[config.mk]
export PLATFORM = sky130hd
export DESIGN_NAME = mem_port_arbiter
export DESIGN_NICKNAME = d
export VERILOG_FILES = /design/src/rtl/mem_port_arbiter.sv
export SDC_FILE = /design/constraint.sdc
export NUM_CORES = 1
export LEC_CHECK = 0
export CORE_MARGIN = 3
export CORE_UTILIZATION = 45
export CTS_BUF_LIST = sky130_fd_sc_hd__clkbuf_4
export DETAILED_ROUTE_END_ITERATION = 16
export DONT_BUFFER_PORTS = 1
export PLACE_DENSITY_LB_ADDON = 0.3
export SLEW_MARGIN = 10
export SYNTH_ARGS = -nofsm -noshare
export SYNTH_HDL_FRONTEND = slang
export SYNTH_SLANG_ARGS = --single-unit
[constraint.sdc]
create_clock -name clk_i -period 2.34 [get_ports clk_i]
set_input_delay 0.702 -clock clk_i [delete_from_list [all_inputs] [get_ports clk_i]]
set_output_delay 0.702 -clock clk_i [all_outputs]
set_load 0.01 [all_outputs]
[src/rtl/mem_port_arbiter.sv]
// mem_port_arbiter: shares one variable-latency memory between IF fetch and MEM load/store.
// Define STARVE_GUARD_EN to force an IF grant after STARVE_LIMIT back-to-back MEM grants.
module mem_port_arbiter #(
    parameter int ADDR_W       = 32,
    parameter int DATA_W       = 32,
    parameter int TIMEOUT      = 255,
    parameter int STARVE_LIMIT = 4
) (
    input  logic              clk_i,
    input  logic              rst_i,
    input  logic              if_req_i,
    input  logic [ADDR_W-1:0] if_addr_i,
    output logic [DATA_W-1:0] if_rdata_o,
    output logic              if_ready_o,
    input  logic              mem_req_i,
    input  logic              mem_we_i,
    input  logic [ADDR_W-1:0] mem_addr_i,
    input  logic [DATA_W-1:0] mem_wdata_i,
    output logic [DATA_W-1:0] mem_rdata_o,
    output logic              mem_ready_o,
    output logic              stall_o,
    output logic              ram_req_o,
    output logic              ram_we_o,
    output logic [ADDR_W-1:0] ram_addr_o,
    output logic [DATA_W-1:0] ram_wdata_o,
    input  logic [DATA_W-1:0] ram_rdata_i,
    input  logic              ram_ack_i,
    output logic              err_o
);
    typedef enum logic [1:0] {IDLE, BUSY, RESP} state_t;
    localparam int CW = (TIMEOUT > 1) ? $clog2(TIMEOUT) : 1;
    state_t state;
    logic owner;
    logic [CW-1:0] toCnt;
    logic starveForce, grantMem, timedOut;
    logic [DATA_W-1:0] rdVal;
    assign grantMem = mem_req_i && !starveForce;
    assign timedOut = (TIMEOUT > 0) && (toCnt == CW'(TIMEOUT - 1));
    assign rdVal    = ram_ack_i ? ram_rdata_i : '0;
    assign stall_o  = (mem_req_i & ~mem_ready_o) | (if_req_i & ~if_ready_o);
`ifdef STARVE_GUARD_EN
    localparam int SW = $clog2(STARVE_LIMIT + 1);
    logic [SW-1:0] starveCnt;
    assign starveForce = if_req_i && mem_req_i && (starveCnt >= SW'(STARVE_LIMIT));
    // Counts only MEM grants that left a pending fetch behind.
    always_ff @(posedge clk_i or negedge rst_i) begin
        if (!rst_i)
            starveCnt <= '0;
        else if (state == IDLE && (mem_req_i || if_req_i))
            starveCnt <= (grantMem && if_req_i) ? starveCnt + 1'b1 : '0;
    end
`else
    assign starveForce = 1'b0;
`endif
    always_ff @(posedge clk_i or negedge rst_i) begin
        if (!rst_i) begin
            state       <= IDLE;
            owner       <= 1'b0;
            toCnt       <= '0;
            ram_req_o   <= 1'b0;
            ram_we_o    <= 1'b0;
            ram_addr_o  <= '0;
            ram_wdata_o <= '0;
            if_rdata_o  <= '0;
            mem_rdata_o <= '0;
            if_ready_o  <= 1'b0;
            mem_ready_o <= 1'b0;
            err_o       <= 1'b0;
        end else begin
            case (state)
                IDLE: if (grantMem || if_req_i) begin
                    owner       <= grantMem;
                    ram_req_o   <= 1'b1;
                    ram_we_o    <= grantMem & mem_we_i;
                    ram_addr_o  <= grantMem ? mem_addr_i : if_addr_i;
                    ram_wdata_o <= grantMem ? mem_wdata_i : '0;
                    toCnt       <= '0;
                    state       <= BUSY;
                end
                BUSY: if (ram_ack_i || timedOut) begin
                    // An ack coinciding with the timeout wins; a timed-out read returns 0.
                    ram_req_o   <= 1'b0;
                    if (!ram_we_o && owner)  mem_rdata_o <= rdVal;
                    if (!ram_we_o && !owner) if_rdata_o  <= rdVal;
                    mem_ready_o <= owner;
                    if_ready_o  <= !owner;
                    err_o       <= err_o | !ram_ack_i;
                    state       <= RESP;
                end else begin
                    toCnt <= toCnt + 1'b1;
                end
                default: begin
                    mem_ready_o <= 1'b0;
                    if_ready_o  <= 1'b0;
                    state       <= IDLE;
                end
            endcase
        end
    end
endmodule

* Word-level counts from Yosys, hierarchy flattened
Index checks and enable logic that the tools add are counted.
** Operators by class
- Add/subtract/negate cells :: 1
- Equality and inequality tests :: 5
- Mux-type cells :: 16
- Bitwise logic cells :: 8
- Reduce and logical (&&, ||, !) cells :: 17
** Operators by type and width (count)
- 2-to-1 mux 32 bit :: 3
- 2-to-1 mux 8 bit :: 2
- case mux 8 bit (2 select lines) :: 1
- AND reduction 3 bit :: 4
- adder 8 x 1 -> 8 bit, second input constant :: 1
- equality test 8 bit, second input constant :: 1
- AND reduction 2 bit :: 4
- inequality test 2 bit, second input constant :: 3
- case mux 1 bit (2 select lines) :: 3
- 2-to-1 mux 1 bit :: 4
- 2-to-1 mux 2 bit :: 2
- case mux 2 bit (2 select lines) :: 1
- AND 1 bit :: 3
- zero test 1 bit :: 3
- NOT 1 bit :: 3
- equality test 2 x 1 -> 1 bit, second input constant :: 1
- logical AND 1 bit :: 2
- zero test 2 bit :: 1
- logical OR 1 bit :: 2
- OR 1 bit :: 2
- nonzero test 2 bit :: 1
** Storage, ports and cells
- Flip-flop bits (word level) :: 144
- Bits of input ports :: 134
- Output and inout port bits :: 134
- Word-level logic and storage cells :: 59

* Logic depth before layout (Yosys ltp)
Gate-level depths: netlist of the first run.
- Word-level depth :: 4
- Gate-level depth with buffers :: 7
- Depth with buffers taken out :: 7

* Least setup slack after synthesis of the first run
OpenSTA, ideal clock, no wires.
- Path kind :: input -> output
- Start :: in mem_req_i
- End :: out stall_o
- Arrival time :: 1.172 ns
- Setup slack :: 0.466 ns
- Cell stages on the path :: 3
- Cell sequence :: buf_2 inv_1 o22ai_1
** On the way
- Longest elaborated chain between the ends :: 2
** RTL lines
- from (decl) :: line 15 : input logic mem_req_i,
- AND 1 bit :: line 40 : assign stall_o = (mem_req_i & ~mem_ready_o) | (if_req_i & ~if_ready_o);
- OR 1 bit :: line 40
- to (decl) :: line 21 : output logic stall_o,
Every way passes these cells.

* Worst setup path after layout of the first run
- Start :: reg mem_ready_o
- End :: out stall_o
** On the way
- Longest elaborated chain between the ends :: 3
** RTL lines
- from (decl) :: line 20 : output logic mem_ready_o,
- from (signal assigned) :: line 85 : mem_ready_o <= owner;
- NOT 1 bit :: line 40
- AND 1 bit :: line 40
- OR 1 bit :: line 40
Every way passes these cells.

==> impl_results.md, run 1 <==
* Std-Cell Rows at 40
* First-pass GRT wire length at 20.3 mm
* R2R Path End: toCnt[4]
* Min Hold Slack at -131 ps
* Hold Vio Cnt, Final at 144
* Area Overhead vs Synth at 7.43%
* Buf+Inv Stages, Crit Path at 0
* GRT met3 Usage at 0.0774
* Design area at 6150 um^2
* Max VDD drop at 675 uV
* Post-synthesis simple-gate area fraction at 0.0555
* Die ar. at 14100 um^2
* Slew HR at 0.644
* Total of max-cap violations at 0
* RSZ-0062 raised after global routing: false
* GR Layer Usage met2 at 0.312
* R2R depth at 6
* Chip width at 119 um
* Final period utilization at 0.846
* Cells after synthesis at 440
* Internal reg-to-reg setup slack at 450 ps
* Share of layout cells above drive strength 1 at 0.100
* Wire per inst at between 20 and 25 um
* Final slew viol count at 0
* Peak per-stage delay on the critical path at 460 ps
* Post-route antenna net violation count at 0
* Fmax at 505 MHz
* Post-cts gate resize count at 0
* Pint at approximately 0.0054 W
* Logic gate share of total power at 0.226
* Top_reg_cell synth: dfrtp_1
* Post-Synth Adder-Cell Area at 0.00437
* Switching power total at 0.00318 W
* Largest net degree at the start of global routing at 145
* Sequential area share after synthesis at 0.629
* Netlist cell types at 37
* RD Place Congestion at 0.817
* Synth Area in Compound Gates at 0.219
* Grt total ovfl at 0
* Mapped Avg Cell Area at ~13 um^2
* Pleak at 2.78 nW
* Clk_skew at between 15 and 20 ps
* Setup TNS at 0 ps
* Clk pwr share at 0.198
* Main combinational cell family by area after synthesis: compound AO/OA/AOI/OAI gates
* Most frequent cells in the layout: dfrtp_1 (144), a32o_1 (64), nand2_1 (36), o21ai_0 (36), a22o_1 (33)
* Async set-reset flop share out of synthesis at 1.00
* Failing checks: hold timing
* Clk_lat worst skew at 510 ps
* Detailed-route DRC error count at 0
* Max H-tree Level at 4
* I/O pin count at 268
* Post-synthesis register bit count at 144
* Layout fillers at 1132
* Clock buffer depth at 2
* WP data arrival at 1280 ps
* Crit-path leading delay family: flip-flops
* Post-synthesis cell area at 5730 um^2
* Via Count at 3728
* Final core occ at 0.504
* Worst Path Required at 1640 ps
* Placed Instances at 577
* Die height at 119 um
* YS warnings at 0
* Run status: finished, violations left
* Most Crowded Layer GR: met2
* Pwr dens at 1390 nW/um^2
* Switching Share at 0.372
* Clock Pin Slew Worst Setup and Hold Paths at 120 ps
* Sequential Power Share at 0.576
* Worst path cell trace: o22ai_1
* Commonest non-fill, non-tap cell in the layout: dfrtp_1
* Initial Utilization at 0.469
* Worst R2R Start: toCnt[0]
* Syn_nets at approximately 580
* DR pass1 iterations at 4
* GRT Util Overall at 0.180
* Synth Area in XOR/XNOR at 0.00153
* CTS tree: built
* Tmin final at 1980 ps
* Final #Nets at about 560
* HP Class: in -> async
* Crit Path Class: reg -> out
* Slowest cell on the critical path: dfrtp_1
* Hpwl dp at around 8.9 mm
* Synth top area cells: dfrtp_1 (63%), a32o_1 (11%), mux2i_1 (5.6%)
* Post-synthesis mux area share at 0.0559
* TritonCTS Sinks at 144
* Post-CTS Setup Bufs at 0
* Iter 0 DRT Violations at 252
* IO Port Bufs at 0
* CP max FO at 3
* Post-Layout Cell Count at 607
* Vias per inst at 6.14
* CTS root buffer: clkbuf_4
* Met1 usage at 0.198
* Initial antenna violation count at 0
* Slew @ Worst Pin at 535 ps
* Diodes inserted at 0
* Core ar. at 12200 um^2
* Startpoint types: flip-flop
* Area share of the largest cell type after synthesis at 0.629
* CP endpoint kind: primary output
* EDFF count, synth at 0
* Vias in the first global route at about 3800
* Post-Route WL at about 13 mm
* CTS buffer count at 17
* Synth area leader: dfrtp_1
* Setup violations, final at 0
* Post-DP Area at around 6000 um^2
## cell usage after synthesis, drive strengths merged, types with 2 or more instances
library cell and number:
ha 2, nor3 4, a32o 64, nand3 6, o21ai 37, dfrtp 144
a21o 4, nand2 37, nor3b 3, clkbuf 24, a211o 3, and3 4
buf 14, o22ai 2, a22o 33, inv 6, nor2 8, mux2i 32
a21oi 3
## sequential cells by signal, summed over array words and instances, names as in the netlist, 2 cells and up
name / flops
if_rdata_o: 32
mem_rdata_o: 32
ram_addr_o: 32
ram_wdata_o: 32
state: 2
toCnt: 8
## final cells by class
class	count	area (um^2)	share of cell area
Tap cell	168	210	0.0342
Timing Repair Buffer	7	65.1	0.0106
Inverter	6	22.5	0.00366
Clock buffer	19	143	0.0232
Clock inverter	11	165	0.0268
Sequential cell	144	3600	0.586
Multi-Input combinational cell	252	1940	0.316
## power by group through the flow
stage / Combinational, W / Sequential [W] / Clock, W
3_3_place_gp: 0.00186 / 0.00499 / 0
2_1_floorplan: 0.00167 / 0.00468 / 0
3_5_place_dp: 0.00198 / 0.00501 / 0
4_1_cts: 0.00196 / 0.00497 / 0.00176
6_report: 0.00193 / 0.00494 / 0.00170
5_1_grt: 0.00219 / 0.00507 / 0.00188
## stage by stage
step                      setup slack (ps)  power (W)
final                                  360    0.00857
after global routing                   223    0.00915
after CTS                              291    0.00869
after detailed placement               490    0.00699
after global placement                 550    0.00685
after floorplan                        466    0.00636
## routing by layer
layer  part of all wire  vias up
met1               0.36     1851
li1                   -     1665
met2               0.52      199
met5                  0        -
met4              0.012        0
met3               0.10       13
## worst max path at each step
stage / slack [ps] / end / depth (start not counted) / start
final: 360 / stall_o / 1 / mem_ready_o
after global routing: 220 / stall_o / 1 / mem_ready_o
after CTS: 290 / stall_o / 1 / mem_ready_o
after detailed placement: 490 / toCnt[4] / 6 / toCnt[0]
after global placement: 550 / toCnt[4] / 6 / toCnt[0]
after floorplan: 470 / stall_o / 3 / mem_req_i
## kinds of logic (layout without fill, tap and decap cells)
kind of cell               count (synthesis)  in the layout
xor gates and xnor gates                   1              1
adders and majority gates                  2              2
AOI/OAI and AO/OA                        152            152
buffers and inverters                     44             43
and+or+nand+nor                           65             65
DFF                                      144            144
muxes                                     32             32
No activity file was read; power rests on OpenSTA's default activity.
==> run 2: changes to the inputs <==
==> constraint.sdc (replaced) <==
create_clock -name clk_i -period 1.6 [get_ports clk_i]
set_input_delay 0.48 -clock clk_i [delete_from_list [all_inputs] [get_ports clk_i]]
set_output_delay 0.48 -clock clk_i [all_outputs]
set_load 0.01 [all_outputs]
==> impl_results.md, run 2 (synthesis gave the netlist of run 1 again) <==
* Run status: finished, violations left
* Failing checks: hold timing, setup timing
* Tmin final at 1660 ps
* GR Layer Usage met2 at 0.314 (+0.00213)
* Setup violations, final at 3 (+3)
* Share of layout cells above drive strength 1 at 0.178 (+0.0783)
* Post-route antenna net violation count at 0 (unchanged)
* Slowest cell on the critical path: dfrtp_2
* Final #Nets at 588 (+4.3%)
* Initial antenna violation count at 0 (unchanged)
* Fmax at about 600 MHz
* Most frequent cells in the layout: dfrtp_1 (141), a32o_1 (64), o21ai_0 (36)
* CTS root buffer: clkbuf_4
* Area Overhead vs Synth at 14.6%
* Clk_skew at 18.1 ps (+2.79 ps)
* Switching Share at 0.377 (+0.00578)
* Peak per-stage delay on the critical path at 480 ps (+20 ps)
* RSZ-0062 raised after global routing: true
* Vias in the first global route at 3905 (+1.7%)
* RD Place Congestion at 0.832 (+1.9%)
* Final period utilization at 1.04
* Buf+Inv Stages, Crit Path at 0 (unchanged)
* Diodes inserted at 0 (unchanged)
* Grt total ovfl at 0 (unchanged)
* Clock buffer depth at 2 (unchanged)
* Slew @ Worst Pin at 332 ps (-202 ps)
* Die height at 119 um (unchanged)
* Pwr dens at 2010 nW/um^2 (+44%)
* Via Count at 3857 (+3.5%)
* CTS buffer count at 17 (unchanged)
* Placed Instances at 594 (+2.9%)
* Chip width at 119 um (unchanged)
* Worst R2R Start: toCnt[0]
* Switching power total at 0.00496 W (+56%)
* Clk_lat worst skew at 520 ps (about the same)
* Core ar. at 12200 um^2 (unchanged)
* Layout fillers at 1060 (-6.4%)
* Pint at 0.00819 W (+52%)
* Final WS setup at -58.9 ps (-419 ps)
* R2R depth at 6 (unchanged)
* Largest net degree at the start of global routing at 145 (unchanged)
* Hpwl dp at 9.31 mm (+5.0%)
* Footprint of the multi-input gates at 2040 um^2 (+4.8%)
* TritonCTS Sinks at 144 (unchanged)
* IO Port Bufs at 0 (unchanged)
* Post-Layout Cell Count at 633 (+4.3%)
* First-pass GRT wire length at 20.6 mm (+1.8%)
* Min Hold Slack at -354 ps (-222 ps)
* Clock Pin Slew Worst Setup and Hold Paths at 150 ps (+30 ps)
* Sequential Power Share at 0.546 (-0.030)
* Max VDD drop at 943 uV (+40%)
* Sequential cell area at 3610 um^2 (+0.10%)
* Detailed-route DRC error count at 0 (unchanged)
* Crit-path leading delay family: flip-flops
* Total of max-cap violations at 0 (unchanged)
* Std-Cell Rows at 40 (unchanged)
* Commonest non-fill, non-tap cell in the layout: dfrtp_1
* Die ar. at 14100 um^2 (unchanged)
* Wire per inst at 21.9 um (+3.3%)
* Pleak at 2.96 nW (+6.6%)
* GRT met3 Usage at 0.0726 (-0.00475)
* Met1 usage at 0.212 (+0.0144)
* CP max FO at 3 (unchanged)
* Startpoint types: flip-flop
* Crit Path Class: reg -> out
* Internal reg-to-reg setup slack at -20 ps (-470 ps)
* Initial Utilization at 0.469 (unchanged)
* Clk pwr share at 0.189 (-0.009)
* Power Total at 0.0132 W (+53%)
* Worst Path Required at 1120 ps (-520 ps)
* Max H-tree Level at 4 (unchanged)
* Logic gate share of total power at 0.265 (+0.039)
* HP Class: in -> async
* Iter 0 DRT Violations at 321 (+27%)
* R2R Path End: toCnt[4]
* Final slew viol count at 0 (unchanged)
* GRT Util Overall at 0.186 (+0.00620)
* Post-Route WL at 13.9 mm (+7.8%)
* Most Crowded Layer GR: met2
* CTS tree: built
* I/O pin count at 268 (unchanged)
* CP endpoint kind: primary output
* Setup TNS at -82.6 ps (-82.6 ps)
* Vias per inst at 6.09 (-0.79%)
* Worst path cell trace: o22ai_4
* Hold Vio Cnt, Final at 144 (unchanged)
* Slew HR at 0.778 (+0.134)
* DR pass1 iterations at 4 (unchanged)
* WP data arrival at 1180 ps (-100 ps)
## run 2: per-stage QoR
| stage | instance area (um^2) | hold WS, ps | utilization | worst slack (ps) |
|---|---|---|---|---|
| after floorplan | 5740 | 184 | - | 12.2 |
| after global placement | 6020 | 188 | 0.493 | 46.6 |
| after detailed placement | 6020 | 187 | 0.493 | 7.09 |
| after CTS | 6360 | -423 | 0.521 | -139 |
| after global routing | 6560 | -440 | 0.537 | -162 |
| final | 6560 | -354 | 0.537 | -58.9 |
## run 2: worst max-delay path by stage
stage	depth (start not counted)	slack [ps]	to	from
after floorplan	6	10	mem_rdata_o[0]	state[1]
after global placement	5	50	toCnt[4]	state[1]
after detailed placement	5	7	toCnt[4]	state[1]
after CTS	1	-140	stall_o	mem_ready_o
after global routing	1	-160	stall_o	mem_ready_o
final	1	-60	stall_o	mem_ready_o
## run 2: power groups by stage
stage / clock network, W / logic (W) / registers, W
6_report: 0.00248 / 0.00349 / 0.00718
5_1_grt: 0.00273 / 0.00390 / 0.00739
4_1_cts: 0.00257 / 0.00324 / 0.00722
3_5_place_dp: 0 / 0.00325 / 0.00726
3_3_place_gp: 0 / 0.00308 / 0.00726
2_1_floorplan: 0 / 0.00246 / 0.00685
## run 2: area by class of cell
| cell class | count | area share |
|---|---|---|
| multi-input cells | 252 | 0.311 |
| clock inverters | 14 | 0.0273 |
| clock buffers | 18 | 0.0206 |
| flip-flops and latches | 144 | 0.550 |
| inverters | 6 | 0.00343 |
| repair buffers | 31 | 0.0563 |
| well taps | 168 | 0.0320 |
## run 2: repair_timing
| item | CTS | global route |
|---|---|---|
| pin swaps | 0 | 8 |
| cloned | 0 | 5 |
| gates resized for setup | 6 | 20 |
| buffers inserted | 0 | 2 |
| setup endpoints to repair | 3 | 80 |
| endpoints found under the hold margin | 144 | 144 |
## run 2: worst register-to-register path: stages, from the launching register on
cell	delay (ps)
dfrtp_1	360
inv_1	50
ha_2	160
and3_4	180
a211oi_4	360
nor2_4	90
a221o_1	320
## run 2: metal layers
metal	wire length, um	up-vias	part of all wire
met5	0	-	0
met4	150	0	0.011
met3	1470	12	0.11
met2	7180	215	0.52
met1	5080	1916	0.37
li1	-	1714	-
==> run 3: changes to the inputs <==
--- a/config.mk
+++ b/config.mk
@@ -5,6 +5,7 @@
 export SDC_FILE = /design/constraint.sdc
 export NUM_CORES = 1
 export LEC_CHECK = 0
+export ABC_AREA = 1
 export CORE_MARGIN = 3
 export CORE_UTILIZATION = 45
 export CTS_BUF_LIST = sky130_fd_sc_hd__clkbuf_4
==> impl_results.md, run 3 <==
* Run status: finished, violations left
* Failing checks: hold timing, setup timing
* Synth top area cells: dfrtp_1 (56%), nand2_1 (18%), nand4_1 (6.2%)
* Clock buffer depth at 2 (unchanged)
* Vias in the first global route at 5168 (+32%)
* CTS root buffer: clkbuf_4
* Clk_skew at 14.7 ps (-3.35 ps)
* Post-synthesis cell area at 6490 um^2 (+13%)
* Setup violations, final at 2 (-1)
* Most common cell in the netlist: nand2_1
* Clk_lat worst skew at 540 ps (+20 ps)
* Clock Pin Slew Worst Setup and Hold Paths at 130 ps (-20 ps)
* Setup TNS at -159 ps (-76.4 ps)
* Worst Path Required at 1120 ps (about the same)
* Synth area leader: dfrtp_1
* Startpoint types: flip-flop
* RD Place Congestion at 0.824 (-1.0%)
* IO Port Bufs at 0 (unchanged)
* Initial antenna violation count at 1 (+1)
* Most instantiated cells after synthesis: nand2_1 (316), dfrtp_1 (144), nand4_1 (64)
* Detailed-route DRC error count at 0 (unchanged)
* Pwr dens at 1860 nW/um^2 (-7.1%)
* Max H-tree Level at 4 (unchanged)
* Share of layout cells above drive strength 1 at 0.148 (-0.0300)
* Iter 0 DRT Violations at 302 (-5.9%)
* Placed Instances at 917 (+54%)
* I/O pin count at 268 (unchanged)
* Hpwl dp at 11.7 mm (+25%)
* Layout fillers at 1290 (+22%)
* Hold Vio Cnt, Final at 144 (unchanged)
* Cells after synthesis at 771 (+75%)
* Core ar. at 14000 um^2 (+15%)
* Grt total ovfl at 0 (unchanged)
* Final core occ at 0.531 (-0.00660)
* RSZ-0062 raised after global routing: true
* Tmin final at 1760 ps (+96.8 ps)
* Final period utilization at 1.10 (+0.0605)
* Pleak at 3.85 nW (+30%)
* CTS tree: built
* Std-Cell Rows at 43 (+7.5%)
* Fmax at 570 MHz (-5.5%)
* Mapped Avg Cell Area at 8.41 um^2 (-35%)
* Commonest non-fill, non-tap cell in the layout: nand2_1
* Via Count at 5312 (+38%)
* Die ar. at 15900 um^2 (+13%)
* First-pass GRT wire length at 27.0 mm (+31%)
* Largest net degree at the start of global routing at 145 (unchanged)
* Chip width at 126 um (+6.1%)
* Post-route antenna net violation count at 0 (unchanged)
* Final #Nets at 912 (+55%)
* DR pass1 iterations at 5 (+1)
* CP max FO at 3 (unchanged)
* Wire per inst at 17.9 um (-18%)
* WP data arrival at 1280 ps (+100 ps)
* Top_reg_cell synth: dfrtp_1
* Netlist cell types at 28 (-24%)
* GRT Util Overall at 0.212 (+0.0266)
* Min Hold Slack at -377 ps (-23.2 ps)
* Setup Slack @ Placement at 37.0 ps (+29.9 ps)
* Post-Layout Cell Count at 970 (+53%)
* Slew HR at 0.752 (-0.0260)
* Final slew viol count at 0 (unchanged)
* Area share of the largest cell type after synthesis at 0.555 (-0.0738)
* Die height at 126 um (+6.1%)
* Final WS setup at -156 ps (-96.8 ps)
* EDFF count, synth at 0 (unchanged)
* CP endpoint kind: primary output
* Async set-reset flop share out of synthesis at 1.00 (unchanged)
* Total of max-cap violations at 0 (unchanged)
* Max VDD drop at 799 uV (-15%)
* Post-synthesis register bit count at 144 (unchanged)
* Area Overhead vs Synth at 14.4%
* Slew @ Worst Pin at 372 ps (+40.1 ps)
* Initial Utilization at 0.464 (-0.00518)
* Most frequent cells in the layout: nand2_1 (279), dfrtp_1 (142), nand4_1 (64)
* Crit Path Class: reg -> out
* CTS buffer count at 17 (unchanged)
* Vias per inst at 5.48 (-10%)
* TritonCTS Sinks at 144 (unchanged)
* YS warnings at 0 (unchanged)
* HP Class: in -> async
* Sequential area share after synthesis at 0.555 (-0.0738)
* Post-Route WL at 17.4 mm (+25%)
* Syn_nets at 907 (+57%)
==> run 3: critical path: stages (launching register included) <==
cell     delay [ps]
dfrtp_2         460
o22ai_2         150
buf_4           140
==> run 3: final timing paths <==
check                               startpoint              end  slack, ps  depth (start not counted)
worst max-delay path               mem_ready_o          stall_o       -160                          2
worst min-delay path                     rst_i  mem_rdata_o[29]       -380                          0
worst max register to register        toCnt[0]   mem_rdata_o[1]          0                         10
worst min register to register  if_rdata_o[25]   if_rdata_o[25]        550                          2
max in group asynchronous                rst_i   ram_wdata_o[5]       1820                          0
min in group clk_i                   mem_req_i    ram_addr_o[0]         70                          2
==> run 3: final cells by class <==
| cell class | instances | area [um^2] | area share |
|---|---|---|---|
| Inverter | 49 | 184 | 0.0248 |
| Antenna cell | 2 | 5.00 | 0.000674 |
| Clock buffer | 18 | 135 | 0.0182 |
| Tap cell | 180 | 225 | 0.0303 |
| Sequential cell | 144 | 3610 | 0.486 |
| Clock inverter | 13 | 164 | 0.0221 |
| Timing Repair Buffer | 41 | 500 | 0.0674 |
| Multi-Input combinational cell | 523 | 2600 | 0.351 |
==> run 3: per-layer routing <==
metal,up-vias,routed length [um],global-route usage
li1,2514,-,-
met4,0,406,0.0801
met3,28,1580,0.0721
met5,-,0,0
met2,232,8780,0.349
met1,2538,6610,0.260
==> run 3: stage by stage <==
step	instance area, um^2	total power (W)	hold slack (ps)
2_1_floorplan	6490	0.00963	184
3_3_place_gp	6690	0.0109	188
3_5_place_dp	6690	0.0111	188
4_1_cts	7080	0.0136	-455
5_1_grt	7420	0.0148	-468
6_report	7420	0.0138	-377
==> run 3: cell families after synthesis <==
logic type | synth area share
fa+ha+maj | 0.00386
simple gates | 0.323
xor+xnor | 0.00135
flops | 0.555
buf+inv | 0.0744
compound gates | 0.0418
==> run 3: report_power, final <==
part / leakage (nW) / switching [W] / internal, W
Sequential: 1.81 / 0.00215 / 0.00521
Clock: 0.150 / 0.00136 / 0.00110
Combinational: 1.90 / 0.00243 / 0.00158
Total: 3.85 / 0.00594 / 0.00789
==> run 3: timing repair <==
item,CTS,global route
cloned,0,3
pin swaps,1,5
hold buffers,9,3
buffers inserted,0,5
setup endpoints to repair,1,74
gates resized for setup,0,63
hold endpoints to repair,153,147
